## src/rtl/inst_decoder_pkg.sv

```systemverilog
// inst_decoder_pkg: instruction field positions, phase and error encodings.
// Shared by inst_decoder and inst_checker.
package inst_decoder_pkg;

  localparam int COL_DEF         = 8;
  localparam int TOTAL_CYCLE_DEF = 8;
  localparam int INST_W          = 23;

  localparam int B_PMEM_WR  = 0;
  localparam int B_PMEM_RD  = 1;
  localparam int B_KMEM_WR  = 2;
  localparam int B_KMEM_RD  = 3;
  localparam int B_QMEM_WR  = 4;
  localparam int B_QMEM_RD  = 5;
  localparam int B_LOAD     = 6;
  localparam int B_EXECUTE  = 7;
  localparam int B_PMEM_ADD = 8;
  localparam int B_QMEM_ADD = 12;
  localparam int B_OFIFO_RD = 16;
  localparam int B_SFU_ACC  = 17;
  localparam int B_SFU_DIV  = 18;
  localparam int B_KMEM_ADD = 19;

  localparam logic [2:0] PH_IDLE = 3'd0;
  localparam logic [2:0] PH_KWR  = 3'd1;
  localparam logic [2:0] PH_LOAD = 3'd2;
  localparam logic [2:0] PH_EXEC = 3'd3;
  localparam logic [2:0] PH_SFU  = 3'd4;
  localparam logic [2:0] PH_DONE = 3'd6;
  localparam logic [2:0] PH_ERR  = 3'd7;

  localparam logic [2:0] EC_NONE  = 3'd0;
  localparam logic [2:0] EC_RW    = 3'd1;
  localparam logic [2:0] EC_LDEX  = 3'd2;
  localparam logic [2:0] EC_ORDER = 3'd3;
  localparam logic [2:0] EC_KOVF  = 3'd4;
  localparam logic [2:0] EC_KADD  = 3'd5;

  function automatic logic [3:0] field4(
    input logic [INST_W-1:0] w,
    input int                lsb
  );
    return w[lsb +: 4];
  endfunction

endpackage

```

## src/rtl/inst_checker.sv

```systemverilog
// inst_checker: combinational error detection on the incoming word.
// Only instantiated when INST_DECODER_CHECK_EN is defined.
module inst_checker
  import inst_decoder_pkg::*;
#(
  parameter int col = COL_DEF
) (
  input  logic [2:0]        phase_i,
  input  logic [5:0]        beat_cnt_i,
  input  logic [INST_W-1:0] inst_i,
  output logic              err_o,
  output logic [2:0]        code_o
);

  localparam logic [5:0] ColLim = 6'(col);

  logic       live;
  logic       rw_clash;
  logic       ld_ex;
  logic       skip;
  logic       k_beat;
  logic       k_ovf;
  logic       k_add;
  logic [3:0] kadd;

  assign live = (phase_i <= PH_SFU);

  assign rw_clash =
    (inst_i[B_KMEM_WR] & inst_i[B_KMEM_RD]) |
    (inst_i[B_QMEM_WR] & inst_i[B_QMEM_RD]) |
    (inst_i[B_PMEM_WR] & inst_i[B_PMEM_RD]);

  assign ld_ex = inst_i[B_LOAD] & inst_i[B_EXECUTE];

  assign kadd   = field4(inst_i, B_KMEM_ADD);
  assign k_beat = (phase_i == PH_KWR) & inst_i[B_KMEM_WR];
  assign k_ovf  = k_beat & (beat_cnt_i >= ColLim);
  assign k_add  = k_beat & ({2'b00, kadd} != beat_cnt_i);

  // a trigger is out of order when it jumps past the next phase
  always_comb begin
    skip = 1'b0;
    unique case (phase_i)
      PH_IDLE: skip = inst_i[B_LOAD] | inst_i[B_EXECUTE] |
                      inst_i[B_SFU_ACC];
      PH_KWR:  skip = inst_i[B_EXECUTE] | inst_i[B_SFU_ACC];
      PH_LOAD: skip = inst_i[B_SFU_ACC];
      default: skip = 1'b0;
    endcase
  end

  // lowest code wins when several errors share one word
  always_comb begin
    code_o = EC_NONE;
    if (!live)         code_o = EC_NONE;
    else if (rw_clash) code_o = EC_RW;
    else if (ld_ex)    code_o = EC_LDEX;
    else if (skip)     code_o = EC_ORDER;
    else if (k_ovf)    code_o = EC_KOVF;
    else if (k_add)    code_o = EC_KADD;
  end

  assign err_o = (code_o != EC_NONE);

endmodule

```

## src/rtl/inst_decoder.sv

```systemverilog
// inst_decoder: registered instruction decode plus pass-phase tracker.
// Define INST_DECODER_CHECK_EN to enable error detection (inst_checker).
module inst_decoder
  import inst_decoder_pkg::*;
#(
  parameter int col         = COL_DEF,
  parameter int total_cycle = TOTAL_CYCLE_DEF
) (
  input  logic              clk,
  input  logic              reset,
  input  logic [INST_W-1:0] controller_inst,
  output logic              kmem_wr,
  output logic              kmem_rd,
  output logic              qmem_wr,
  output logic              qmem_rd,
  output logic              pmem_wr,
  output logic              pmem_rd,
  output logic              load,
  output logic              execute,
  output logic              sfu_acc,
  output logic              sfu_div,
  output logic              ofifo_rd,
  output logic [3:0]        kmem_add,
  output logic [3:0]        qmem_add,
  output logic [3:0]        pmem_add,
  output logic [2:0]        phase,
  output logic              done,
  output logic              err,
  output logic [2:0]        err_code,
  output logic [5:0]        beat_cnt
);

  logic [INST_W-1:0] inst_q;
  logic [2:0]        phase_q, phase_d;
  logic [5:0]        cnt_q, cnt_d;
  logic [5:0]        cnt_inc;
  logic              div_q, div_d;
  logic              err_q, err_d;
  logic [2:0]        code_q, code_d;

  logic              key_cur;
  logic              key_nxt;
  logic              trig;
  logic [2:0]        phase_nxt;
  logic              chk_err;
  logic [2:0]        chk_code;
  logic              unused_cfg;

  logic w_kwr, w_load, w_exec, w_qrd;
  logic w_pwr, w_sacc, w_sdiv, w_zero;

  assign w_kwr  = controller_inst[B_KMEM_WR];
  assign w_load = controller_inst[B_LOAD];
  assign w_exec = controller_inst[B_EXECUTE];
  assign w_qrd  = controller_inst[B_QMEM_RD];
  assign w_pwr  = controller_inst[B_PMEM_WR];
  assign w_sacc = controller_inst[B_SFU_ACC];
  assign w_sdiv = controller_inst[B_SFU_DIV];
  assign w_zero = (controller_inst == '0);

`ifdef INST_DECODER_CHECK_EN
  inst_checker #(
    .col (col)
  ) u_chk (
    .phase_i    (phase_q),
    .beat_cnt_i (cnt_q),
    .inst_i     (controller_inst),
    .err_o      (chk_err),
    .code_o     (chk_code)
  );
  assign unused_cfg = (total_cycle == 0);
`else
  assign chk_err    = 1'b0;
  assign chk_code   = EC_NONE;
  assign unused_cfg = (col == 0) ^ (total_cycle == 0);
`endif

  assign cnt_inc = (cnt_q == 6'd63) ? cnt_q : cnt_q + 6'd1;

  // per phase: its counted strobe, its legal trigger and successor
  always_comb begin
    key_cur   = 1'b0;
    key_nxt   = 1'b0;
    trig      = 1'b0;
    phase_nxt = phase_q;
    unique case (phase_q)
      PH_IDLE: begin
        trig      = w_kwr;
        phase_nxt = PH_KWR;
        key_nxt   = w_kwr;
      end
      PH_KWR: begin
        key_cur   = w_kwr;
        trig      = w_load;
        phase_nxt = PH_LOAD;
        key_nxt   = w_load;
      end
      PH_LOAD: begin
        key_cur   = w_load;
        trig      = w_exec;
        phase_nxt = PH_EXEC;
        key_nxt   = w_qrd;
      end
      PH_EXEC: begin
        key_cur   = w_qrd;
        trig      = w_sacc;
        phase_nxt = PH_SFU;
        key_nxt   = w_pwr;
      end
      PH_SFU: begin
        key_cur   = w_pwr;
        trig      = w_zero & div_q;
        phase_nxt = PH_DONE;
        key_nxt   = 1'b0;
      end
      default: begin
        trig      = 1'b0;
      end
    endcase
  end

  // next state; entering ERR keeps the count so the bad beat stays visible
  always_comb begin
    phase_d = phase_q;
    cnt_d   = key_cur ? cnt_inc : cnt_q;
    div_d   = div_q;
    err_d   = err_q;
    code_d  = code_q;
    if ((phase_q == PH_SFU) && w_sdiv) begin
      div_d = 1'b1;
    end
    if (chk_err) begin
      phase_d = PH_ERR;
      err_d   = 1'b1;
      if (!err_q) begin
        code_d = chk_code;
      end
    end else if (trig) begin
      phase_d = phase_nxt;
      cnt_d   = {5'd0, key_nxt};
      if (phase_q == PH_EXEC) begin
        div_d = w_sdiv;
      end
    end
  end

  // capture the word; all decoded outputs are its one-cycle-late copy
  always_ff @(posedge clk or negedge reset) begin
    if (!reset) begin
      inst_q <= '0;
    end else begin
      inst_q <= controller_inst;
    end
  end

  // phase, beat counter and sticky error state
  always_ff @(posedge clk or negedge reset) begin
    if (!reset) begin
      phase_q <= PH_IDLE;
      cnt_q   <= '0;
      div_q   <= 1'b0;
      err_q   <= 1'b0;
      code_q  <= EC_NONE;
    end else begin
      phase_q <= phase_d;
      cnt_q   <= cnt_d;
      div_q   <= div_d;
      err_q   <= err_d;
      code_q  <= code_d;
    end
  end

  assign kmem_wr  = inst_q[B_KMEM_WR];
  assign kmem_rd  = inst_q[B_KMEM_RD];
  assign qmem_wr  = inst_q[B_QMEM_WR];
  assign qmem_rd  = inst_q[B_QMEM_RD];
  assign pmem_wr  = inst_q[B_PMEM_WR];
  assign pmem_rd  = inst_q[B_PMEM_RD];
  assign load     = inst_q[B_LOAD];
  assign execute  = inst_q[B_EXECUTE];
  assign sfu_acc  = inst_q[B_SFU_ACC];
  assign sfu_div  = inst_q[B_SFU_DIV];
  assign ofifo_rd = inst_q[B_OFIFO_RD];
  assign kmem_add = field4(inst_q, B_KMEM_ADD);
  assign qmem_add = field4(inst_q, B_QMEM_ADD);
  assign pmem_add = field4(inst_q, B_PMEM_ADD);

  assign phase    = phase_q;
  assign done     = (phase_q == PH_DONE);
  assign err      = err_q;
  assign err_code = code_q;
  assign beat_cnt = cnt_q;

endmodule

```

## config.mk

```make
export PLATFORM = sky130hd
export DESIGN_NAME = inst_decoder
export DESIGN_NICKNAME = d
export VERILOG_FILES = /design/src/rtl/inst_decoder_pkg.sv /design/src/rtl/inst_checker.sv /design/src/rtl/inst_decoder.sv
export SDC_FILE = /design/constraint.sdc
export NUM_CORES = 1
export LEC_CHECK = 0
export BUFFER_PORTS_ARGS = -buffer_cell sky130_fd_sc_hd__buf_4
export CORE_MARGIN = 2
export CORE_UTILIZATION = 45
export CTS_CLUSTER_DIAMETER = 30
export CTS_CLUSTER_SIZE = 24
export DETAILED_ROUTE_END_ITERATION = 10
export PLACE_DENSITY = 0.78
export SLEW_MARGIN = 25
export SYNTH_ARGS = -nofsm -noshare
export SYNTH_HDL_FRONTEND = slang
export SYNTH_SLANG_ARGS = --single-unit
export TNS_END_PERCENT = 5
```

## constraint.sdc

```tcl
create_clock -name clk -period 2 [get_ports clk]
set_input_delay 0.2 -clock clk [delete_from_list [all_inputs] [get_ports clk]]
set_output_delay 0.2 -clock clk [all_outputs]
set_load 0.01 [all_outputs]
```

* Word level (Yosys, flattened, before mapping) *
Cells that the tools add are included.

cells by class
  equal/unequal tests = 7
  add/subtract/negate cells = 1
  bitwise gates (word level) = 1
  reductions and logical operators = 7
  multiplexer cells = 10

operator list
  operator               count
  $logic_not A23 Y1      1
  $mux W6                3
  $pmux W3 S5            1
  $pmux W1 S4            2
  $add A6 B1 Y6 const B  1
  $eq A3 B2 Y1 const B   2
  $eq A3 B3 Y1 const B   2
  $eq A6 B6 Y1 const B   1
  $pmux W1 S5            1
  $reduce_bool A5 Y1     1
  $reduce_and A2 Y1      2
  $eq A3 B1 Y1 const B   1
  $logic_not A3 Y1       1
  $mux W1                3
  $ne A2 B2 Y1 const B   1
  $reduce_bool A2 Y1     1
  $and A1 B1 Y1          1
  $logic_and A1 B1 Y1    1

storage, ports and cells
  input bits = 25
  register bits after elaboration = 33

* Depth between registers and ports, before layout *
Gate-level depths: netlist of run 1.

  word-level depth = 5
  depth in mapped cells = 7

* Worst setup path after synthesis of run 1 *
OpenSTA, ideal clock, no wires.

  path type = reg-to-reg
  start = register phase_q[0] (netlist: phase[0])
  end = register cnt_q[5] (netlist: beat_cnt[5])
  buffers on the path = 1
  period minus slack after synthesis = 1.666 ns
  data required time = 1.922 ns
  path slack = 0.334 ns
  stages on the path, launching flop included = 7
  arrival = 1.589 ns
  cell sequence = dfrtp_1 buf_6 nor3b_4 a21oi_1 o2bb2ai_2 or4_1 a21oi_1

on the way
  cells in the longest elaborated chain, start to end = 4

RTL lines
  element                                                       line                 text
  start: declaration                                            inst_decoder.sv:34   logic [2:0] phase_q, phase_d;
  start signal: assignment                                      inst_decoder.sv:165  phase_q <= phase_d;
  $eq A3 B3 Y1, or another cell as far along                    inst_decoder.sv:86   unique case (phase_q)
  $pmux W1 S5 or $pmux W1 S4 (tied branches)                    inst_decoder.sv:86
  $ne A2 B2 Y1 (no line) or $reduce_bool A2 Y1 (tied branches)  -
  $reduce_and A2 Y1 (no line)                                   -
  end signal: assignment                                        inst_decoder.sv:166  cnt_q <= cnt_d;
  end: declaration                                              inst_decoder.sv:35   logic [5:0] cnt_q, cnt_d;

Several ways; a longest one is shown, not always the timed one.
A chain may end at the register's enable or synchronous reset.

* Worst setup path in the final report of run 1 *
  start = input port controller_inst[6]
  end = register cnt_q[0] (netlist: beat_cnt[0])

on the way
  cells in the longest elaborated chain, start to end = 5

RTL lines
  element                                                       line                 text
  start: declaration                                            inst_decoder.sv:11   input logic [INST_W-1:0] controller_inst,
  $logic_not A23 Y1                                             inst_decoder.sv:59   assign w_zero = (controller_inst == '0);
  $and A1 B1 Y1                                                 inst_decoder.sv:112  trig = w_zero & div_q;
  $pmux W1 S5                                                   inst_decoder.sv:86
  $ne A2 B2 Y1 (no line) or $reduce_bool A2 Y1 (tied branches)  -
  $reduce_and A2 Y1 (no line)                                   -

Several ways; a longest one is shown, not always the timed one.

==> results of run 1 <==
## per-stage QoR
stage / hold slack, ps / instances / power [mW] / utilization
floorplan: -95.6 / 101 / 1.16 / -
global placement: 154 / 184 / 1.38 / 0.627
detailed placement: 160 / 184 / 1.40 / 0.627
CTS: 2.89 / 212 / 1.84 / 0.725
global route: 3.05 / 215 / 1.95 / 0.736
finish: 38.1 / 215 / 1.84 / 0.736
## critical path, cell delays in order
cell and delay, ps:
sky130_fd_sc_hd__dlygate4sd3_1 550, sky130_fd_sc_hd__buf_4 160, sky130_fd_sc_hd__nor4_1 400, sky130_fd_sc_hd__nand4_1 190
sky130_fd_sc_hd__o21ai_2 360, sky130_fd_sc_hd__o21bai_1 170, sky130_fd_sc_hd__a32oi_1 110
## cell usage in the layout (no fill, tap or decap), types with 2 or more instances in the layout
cell type / n
sky130_fd_sc_hd__nor2_1: 3
sky130_fd_sc_hd__nor4_1: 5
sky130_fd_sc_hd__o21ai_1: 3
sky130_fd_sc_hd__buf_4: 58
sky130_fd_sc_hd__clkbuf_8: 2
sky130_fd_sc_hd__clkbuf_4: 5
sky130_fd_sc_hd__a21oi_1: 5
sky130_fd_sc_hd__inv_1: 2
sky130_fd_sc_hd__mux2_1: 2
sky130_fd_sc_hd__dlygate4sd3_1: 23
sky130_fd_sc_hd__nand3_1: 6
sky130_fd_sc_hd__conb_1: 4
sky130_fd_sc_hd__or3_1: 3
sky130_fd_sc_hd__o21a_1: 2
sky130_fd_sc_hd__nand2_1: 6
sky130_fd_sc_hd__dfrtp_1: 32
## layout make-up
| type | instances | area [µm²] | area share |
|---|---|---|---|
| clock buffer | 7 | 65.1 | 0.0320 |
| clock inverter | 1 | 5.00 | 0.00246 |
| inverter | 2 | 7.51 | 0.00370 |
| multi-input combinational | 60 | 422 | 0.208 |
| sequential | 33 | 827 | 0.407 |
| tap | 31 | 38.8 | 0.0191 |
| timing repair buffer | 81 | 666 | 0.328 |
## routing by layer
metal | vias up | track usage | part of all wire
li1 | 515 | - | -
met1 | 548 | 0.243 | 0.38
met2 | 40 | 0.354 | 0.55
met3 | 6 | 0.0714 | 0.053
met4 | 0 | 0.0797 | 0.018
met5 | - | 0 | 0
## repair_timing
item                                    CTS  global route
gates resized for setup                   0             1
endpoints found under the hold margin    52             3
endpoints found under the setup margin    0             2
hold buffers                             20             3
## how the worst max path moves through the flow
stage                        from     endpoint  slack (ps)  cells past startpoint
2_1_floorplan            phase[0]  beat_cnt[5]         330                      6
3_3_place_gp             phase[0]  beat_cnt[0]         180                      6
3_5_place_dp             phase[0]  beat_cnt[0]          80                      6
4_1_cts                  phase[0]  beat_cnt[0]          70                      6
5_1_grt                  phase[0]  beat_cnt[5]          20                      6
6_report       controller_inst[6]  beat_cnt[0]          60                      7
## power by group
| group | switching (mW) | internal (mW) | leakage (nW) |
|---|---|---|---|
| clock network | 0.211 | 0.204 | 0.0413 |
| logic | 0.240 | 0.307 | 0.528 |
| registers | 0.123 | 0.755 | 0.384 |
## sequential cells by signal (all words and copies together) (netlist names)
name and count:
beat_cnt 6, div_q 1, inst_q 23, phase 3
## logic make-up after synthesis
logic type / Yosys count / synth area share
simple gates: 31 / 0.148
fa+ha+maj: 1 / 0.00965
mux: 4 / 0.0367
compound gates: 19 / 0.113
xor+xnor: 1 / 0.00676
flops: 33 / 0.637
other cells: 1 / 0.00289
buf+inv: 8 / 0.0463
==> run summary, run 1 <==
The number of antenna violations at the first check in global routing is 0. The worst setup path is launched from an input port. After synthesis, the share of flip-flops with an asynchronous set or reset is 1.00.

The achievable clock frequency is 514 MHz. The top fanout value on the critical path is 8. The all-layer global routing usage came out at 0.208. The deepest clock path buffer count is 2.

The path class of the tightest hold or removal check is input port to register. The portion of synthesized cell area occupied by the leading cell type came out at 0.637. The mapped netlist covers 0.00130 mm². Setup repair after global routing left no endpoint under its margin. Of the synthesized area, sequential elements account for 0.637. The worst register-to-register path ends at beat_cnt[5]. The run finished with clean final reports. The analysis attributes to cell leakage a power of 0.953 nW. The commonest register cell after synthesis is sky130_fd_sc_hd__dfrtp_1. VDD sags by at most 0.659 mV. The finished cells cover 0.00203 mm². Setup slack closes at 55.3 ps. The clock input transition at the sequential cells of the worst setup and hold paths is 90 ps.

The area of placed instances is 0.00173 mm². The number of warning messages in the yosys log came out at 0. The clock sink count is 33. The floorplan step set the die height to 57.7 µm. The die area came out at 0.00333 mm².

The CTS tree is built. The HPWL after detailed placement came out at 2050 µm. The count of fill cells added during filler insertion came out at 177. The post-detailed-route wirelength per cell came out at 15.1 µm. The critical path data required time came out at 2200 ps.

The number of I/O pins came out at 62. The number of routed nets with antenna violations is 0. The worst setup path is of the input port to register kind.

Counting the buffers created by CTS gives 5. The horizontal die dimension came out at 57.7 µm. Of the cells placed in the final design, the portion with a size suffix greater than 1 is 0.408. The number of synthesized flops with an enable pin came out at 0. Entering global routing, the biggest net connects 34 pins.

The area of the core came out at 0.00276 mm². The first-pass GRT wire length is 4970 µm. The most common cell in the synthesized netlist is sky130_fd_sc_hd__dfrtp_1.

The CTS root buffer is sky130_fd_sc_hd__clkbuf_4. The number of hold-slack violations in the final timing report is 0. The detailed-route via count is 1109. The count of cell types in the netlist is 35. The hold path depth is 1. The post-detailed-route via-to-cell ratio is 5.16. Synthesis inferred 33 register bits. The count of cells along the worst register-to-register path came out at 6.

Dividing total power by cell area gives a power density of 906 mW/mm². The via count of the first global-routing pass came out at 1029. The pre-CTS setup slack came out at 81.3 ps. The critical path arrival is 2140 ps. The tool flagged a number of max-cap violations equal to 0. Summed over all instances, the cell type with the most area after synthesis is sky130_fd_sc_hd__dfrtp_1. The final-report max-slew violation count is 0. The endpoint type of the worst setup path is a register.

The minimum period implied by the final worst setup slack came out at 1940 ps. At the end of routability-driven placement, the weighted congestion stood at 0.781. The clock latency on the worst-skew pair is 320 ps.

The slack of the worst reg-to-reg path came out at 150 ps. The worst-case clock skew is 8.21 ps. Summed over all layers, the routed wires come to 3250 µm. For this run, the detailed router's first-pass iteration total came to 4. The worst hold path begins at controller_inst[17]. Setup violations remaining at the end of the flow were counted as 0. The number of buffers inserted to repair setup after CTS came out at 0. For this configuration, the core starts out at a cell density of 0.470.

The H-tree generated during clock tree synthesis spans 2 levels. The row count is 19. For this run, the post-layout net count is 209. Sorting the synthesized cells by area gives the leading types as sky130_fd_sc_hd__dfrtp_1, sky130_fd_sc_hd__nor4_1, sky130_fd_sc_hd__nand3_1. The number of DRC markers in iteration 0 is 12.

The number of buffer cells added on primary ports is 57. 0 antenna diodes ended up in the layout. The overall overflow remaining after global route is 0.

The final critical-path share of the clock period is 0.972. Compared with the post-synthesis result, the final layout area differs by 56.7%. In this run the mean area of a mapped cell was 13.2 µm².

By count the netlist is led by sky130_fd_sc_hd__dfrtp_1, sky130_fd_sc_hd__nand2_1, sky130_fd_sc_hd__nand3_1, sky130_fd_sc_hd__a21oi_1, sky130_fd_sc_hd__nor4_1. After detailed routing, the number of remaining DRC violations is 0. The worst register-to-register path begins at phase[0]. Counting every instance in the synthesized netlist gives 98.

After routing, the total negative slack on setup checks comes to 0 ps. The worst hold path terminates at inst_q[17].
Note: power is estimated with default switching activity, not from simulation.
==> run 2, diff against run 1 <==
--- a/config.mk
+++ b/config.mk
@@ -5,9 +5,10 @@
 export SDC_FILE = /design/constraint.sdc
 export NUM_CORES = 1
 export LEC_CHECK = 0
+export ABC_AREA = 1
 export BUFFER_PORTS_ARGS = -buffer_cell sky130_fd_sc_hd__buf_4
 export CORE_MARGIN = 2
-export CORE_UTILIZATION = 45
+export CORE_UTILIZATION = 46
 export CTS_CLUSTER_DIAMETER = 30
 export CTS_CLUSTER_SIZE = 24
 export DETAILED_ROUTE_END_ITERATION = 10
==> run 2 against run 1 <==
  * Cell count rose by 29%
  * Register-to-register slack improved by 320 ps
  * Sequential cell count did not move
  * Combinational power fell by 70%
  * Critical endpoint is now beat_cnt[4]
  * Hold slack improved by 280 ps
  * Largest cell class unchanged
  * Highest routed layer unchanged
  * Count of clock-buffer cells in the layout fell by 2
  * Area after synthesis rose by 11%
  * Final area rose by 8.1%
  * Global-route usage rose by 1.3 points
  * Via count rose by 17%
  * First-iteration DRC count rose to 3.2 times the previous value
  * Clock power rose by 19%
==> run summary, run 2 <==
The achievable clock frequency was 653 MHz (+27%). The clock latency on the worst-skew pair is 350 ps (+30 ps). The iteration count of the initial detailed-routing pass is 4 (unchanged).

The die area came out at 0.00358 mm² (+7.5%). The count of fill cells added during filler insertion is 214 (+21%). The worst setup path is launched from a register. The detailed-route DRC error count came out at 0 (unchanged). The clock input transition at the sequential cells of the worst setup and hold paths came out at 110 ps (+20 ps).

The standard cell with the maximum stage delay on the critical path is sky130_fd_sc_hd__dfrtp_1. The most critical setup path has its endpoint at beat_cnt[4]. The post-detailed-route via-to-cell ratio came out at 4.68 (-9.2%). The deepest clock path buffer count came out at 2 (unchanged). The sum of negative setup slack is 0 ps (unchanged). The number of buffer cells added on primary ports is 57 (unchanged).

The number of routed nets with antenna violations came to 0 (unchanged). The total number of nets in the final design is 269 (+29%). The portion of synthesized cell area occupied by the leading cell type came out at 0.576 (-0.0606).

The delay contributed by the slowest stage of the critical path is 480 ps (-70 ps). The final estimated routing congestion in global placement came to 0.958 (+23%). The top fanout value on the critical path came out at 11 (+3).

The number of synthesized flops with an enable pin came out at 0 (unchanged). The combined area of the multi-input logic cells came out at 479 µm² (+14%). The clock sink count came out at 33 (unchanged). The worst-case clock skew came out at 8.65 ps (+0.439 ps).

The commonest non-fill, non-tap cell in the layout is sky130_fd_sc_hd__buf_4. The pin count of the biggest net entering global routing came out at 34 (unchanged). The CTS root buffer is sky130_fd_sc_hd__clkbuf_4.

The horizontal die dimension came to 59.8 µm (+3.7%). The first-pass GRT wire length came out at 5710 µm (+15%). The number of gates resized after cts is 0 (unchanged). In the post-synthesis netlist, the cell with the most instances is sky130_fd_sc_hd__nand2_1. The slack of the worst reg-to-reg path came out at 470 ps (+320 ps).

The critical path in this run is classified as register to register. The number of I/O pins is 62 (unchanged). In the layout the commonest cells are sky130_fd_sc_hd__buf_4, sky130_fd_sc_hd__nand2_1, sky130_fd_sc_hd__dfrtp_1. The combinational power share came to 0.122 (-0.176). STA classifies the critical path endpoint as a register. The HPWL after detailed placement was 2210 µm (+7.6%).

The height of the chip came out at 59.8 µm (+3.7%). The power share of the clock group came to 0.364 (+0.139). The detailed-route via count is 1297 (+17%).

The mean area per synthesized cell is 9.12 µm² (-31%). The overall overflow remaining after global route came to 0 (unchanged). The part of the Yosys area used for sequential elements came to 0.576 (-0.0606).

The worst register-to-register path ends at beat_cnt[4]. The total non-filler cell area in the finished layout is 0.00220 mm² (+8.1%). The TritonCTS buffer count is 5 (unchanged). sky130_fd_sc_hd__dfrtp_1 takes more of the synthesized area than any other cell.

The number of antenna violations at the first check in global routing was 0 (unchanged). The CTS tree is built. The count of cells along the worst register-to-register path is 10 (+4). The minimum period implied by the final worst setup slack was 1530 ps (-414 ps).

The initial cell density of the core is 0.477 (+0.00703). The post-detailed-route wirelength per cell came to 12.6 µm (-17%). The total power density per cell area was 617 mW/mm² (-32%). The total wirelength of the detailed-routed design came out at 3490 µm (+7.3%). The final setup violation count is 0 (unchanged). The max-cap violation count came out at 0 (unchanged).

The fraction of final layout cells with drive strength greater than 1 is 0.320 (-0.0879). The commonest register cell after synthesis is sky130_fd_sc_hd__dfrtp_1. The number of DRC markers in iteration 0 is 38 (+26). The area occupied by registers is 826 µm² (-0.15%). Traced cell by cell, the critical path runs through inv_1 -> nand2_1 -> nor2_2 -> nand2_1 -> nor2_2 -> nand2_2 -> nand2_2 -> inv_2 -> nand3_1 -> nand2_1. The register share of total power came out at 0.515 (+0.038). Sorting the synthesized cells by area gives the leading types as sky130_fd_sc_hd__dfrtp_1, sky130_fd_sc_hd__nand2_1, sky130_fd_sc_hd__inv_1. The critical path arrival is 1770 ps (-370 ps). The maximum ir drop on the vdd rail came out at 0.432 mV (-34%). The run finished with clean final reports. The number of buffers inserted to repair setup after CTS is 0 (unchanged). The row count came to 20 (+1). The most critical setup path has its startpoint at phase[1]. The number of hold-slack violations in the final timing report came out at 0 (unchanged). The leakage power summed over all cells is 1.16 nW (+22%). The final-report max-slew violation count came out at 0 (unchanged). The switching power total came to 0.306 mW (-47%).

The number of synthesized register bits is 33 (unchanged). The fraction of registers with async set/reset is 1.00 (unchanged). In this design, the critical path's most frequently occurring cell is sky130_fd_sc_hd__nand2_1.

The quantity of hold-fixing buffers added after cts is 24 (+20%). The number of warning messages in the yosys log came out at 0 (unchanged). Counting flops per register, the top entry is inst_q. The summed instance area of the synthesized netlist was 0.00143 mm² (+11%). The number of flip-flops under the largest register name is 23 (unchanged). In this run the worst hold path is classified as input port to asynchronous set/reset pin. The commonest cells after synthesis are sky130_fd_sc_hd__nand2_1, sky130_fd_sc_hd__dfrtp_1, sky130_fd_sc_hd__inv_1, sky130_fd_sc_hd__nand3_1, sky130_fd_sc_hd__nor2_1.

The core occupancy in the finished layout came out at 0.731 (-0.00514). The all-layer global routing usage came to 0.222 (+0.0135). Relative to the synthesized area, the layout overhead comes to 53.3%. The number of instances in the synthesized netlist is 157 (+60%). The area of placed instances is 0.00187 mm² (+8.2%). The area of the core is 0.00300 mm² (+8.9%). The switching share of power is 0.226 (-0.0862).

The count of cell types in the netlist is 24 (-31%). The number of antenna repair diodes is 0 (unchanged). The via count of the first global-routing pass is 1278 (+24%).

The critical path data required time came out at 2240 ps (+40 ps). The H-tree level count came out at 2 (unchanged). The worst register-to-register path begins at phase[1].

The internal portion of total power came to 1.05 mW (-17%). Setup repair after global routing left no endpoint under its margin. The final critical-path share of the clock period came to 0.765 (-0.207).
## run 2: changes by cell type in the layout (fill, tap and decap cells not counted), moves of 5 or more
cell and delta:
sky130_fd_sc_hd__nand2_1 +29, sky130_fd_sc_hd__inv_1 +21, sky130_fd_sc_hd__nor2_1 +11, sky130_fd_sc_hd__nand3_1 +10
sky130_fd_sc_hd__nor4_1 -5
## run 2: cell families (layout without fill, tap and decap cells)
kind of cell             after synthesis  in the layout  synth area share
AO/OA/AOI/OAI                          6              6            0.0349
XOR/XNOR                               5              5            0.0306
adder cells (fa/ha/maj)                1              1           0.00873
buffers and inverters                 31            115            0.0969
flip-flops                            33             33             0.576
other                                  1              4           0.00262
AND/OR/NAND/NOR                       80             80             0.250
## run 2: worst min-delay path by stage
stage	from	to	slack [ps]	depth (start not counted)
4_1_cts	reset	inst_q[11]	330	2
3_3_place_gp	reset	inst_q[11]	160	1
5_1_grt	reset	inst_q[11]	330	2
6_report	reset	inst_q[11]	320	2
2_1_floorplan	reset	beat_cnt[0]	-100	0
3_5_place_dp	reset	inst_q[11]	160	1
## run 2: cell type report
cell class	instances	share of cell area
tap	33	0.0188
sequential	33	0.376
clock buffer	5	0.0171
timing repair buffer	81	0.304
multi-input combinational	96	0.218
clock inverter	3	0.0211
inverter	26	0.0444
## run 2: metrics by stage
step	setup slack (ps)	power (mW)	cells	hold WS, ps
final	470	1.36	277	321
after global routing	330	1.42	277	333
after CTS	470	1.37	277	326
after detailed placement	505	0.834	245	156
after global placement	511	0.833	245	158
after floorplan	598	0.745	160	-95.6
## run 2: metal layers
layer	GRT usage	routed length, µm	vias to the layer above
met3	0.0801	269	6
li1	-	-	647
met1	0.246	1380	588
met2	0.391	1820	56
met5	0	0	-
met4	0.0698	29	0
## run 2: power by group through the flow
stage / clock [mW] / sequential [mW] / combinational [mW]
after CTS: 0.506 / 0.696 / 0.163
after floorplan: 0 / 0.723 / 0.0216
after global placement: 0 / 0.709 / 0.124
after detailed placement: 0 / 0.709 / 0.125
final: 0.493 / 0.698 / 0.165
after global routing: 0.535 / 0.700 / 0.181
## run 2: critical path: cells and delay by family (launching register included)
| family | cells | cell delay [ps] |
|---|---|---|
| simple gates | 8 | 740 |
| buf+inv | 2 | 210 |
| flops | 1 | 480 |
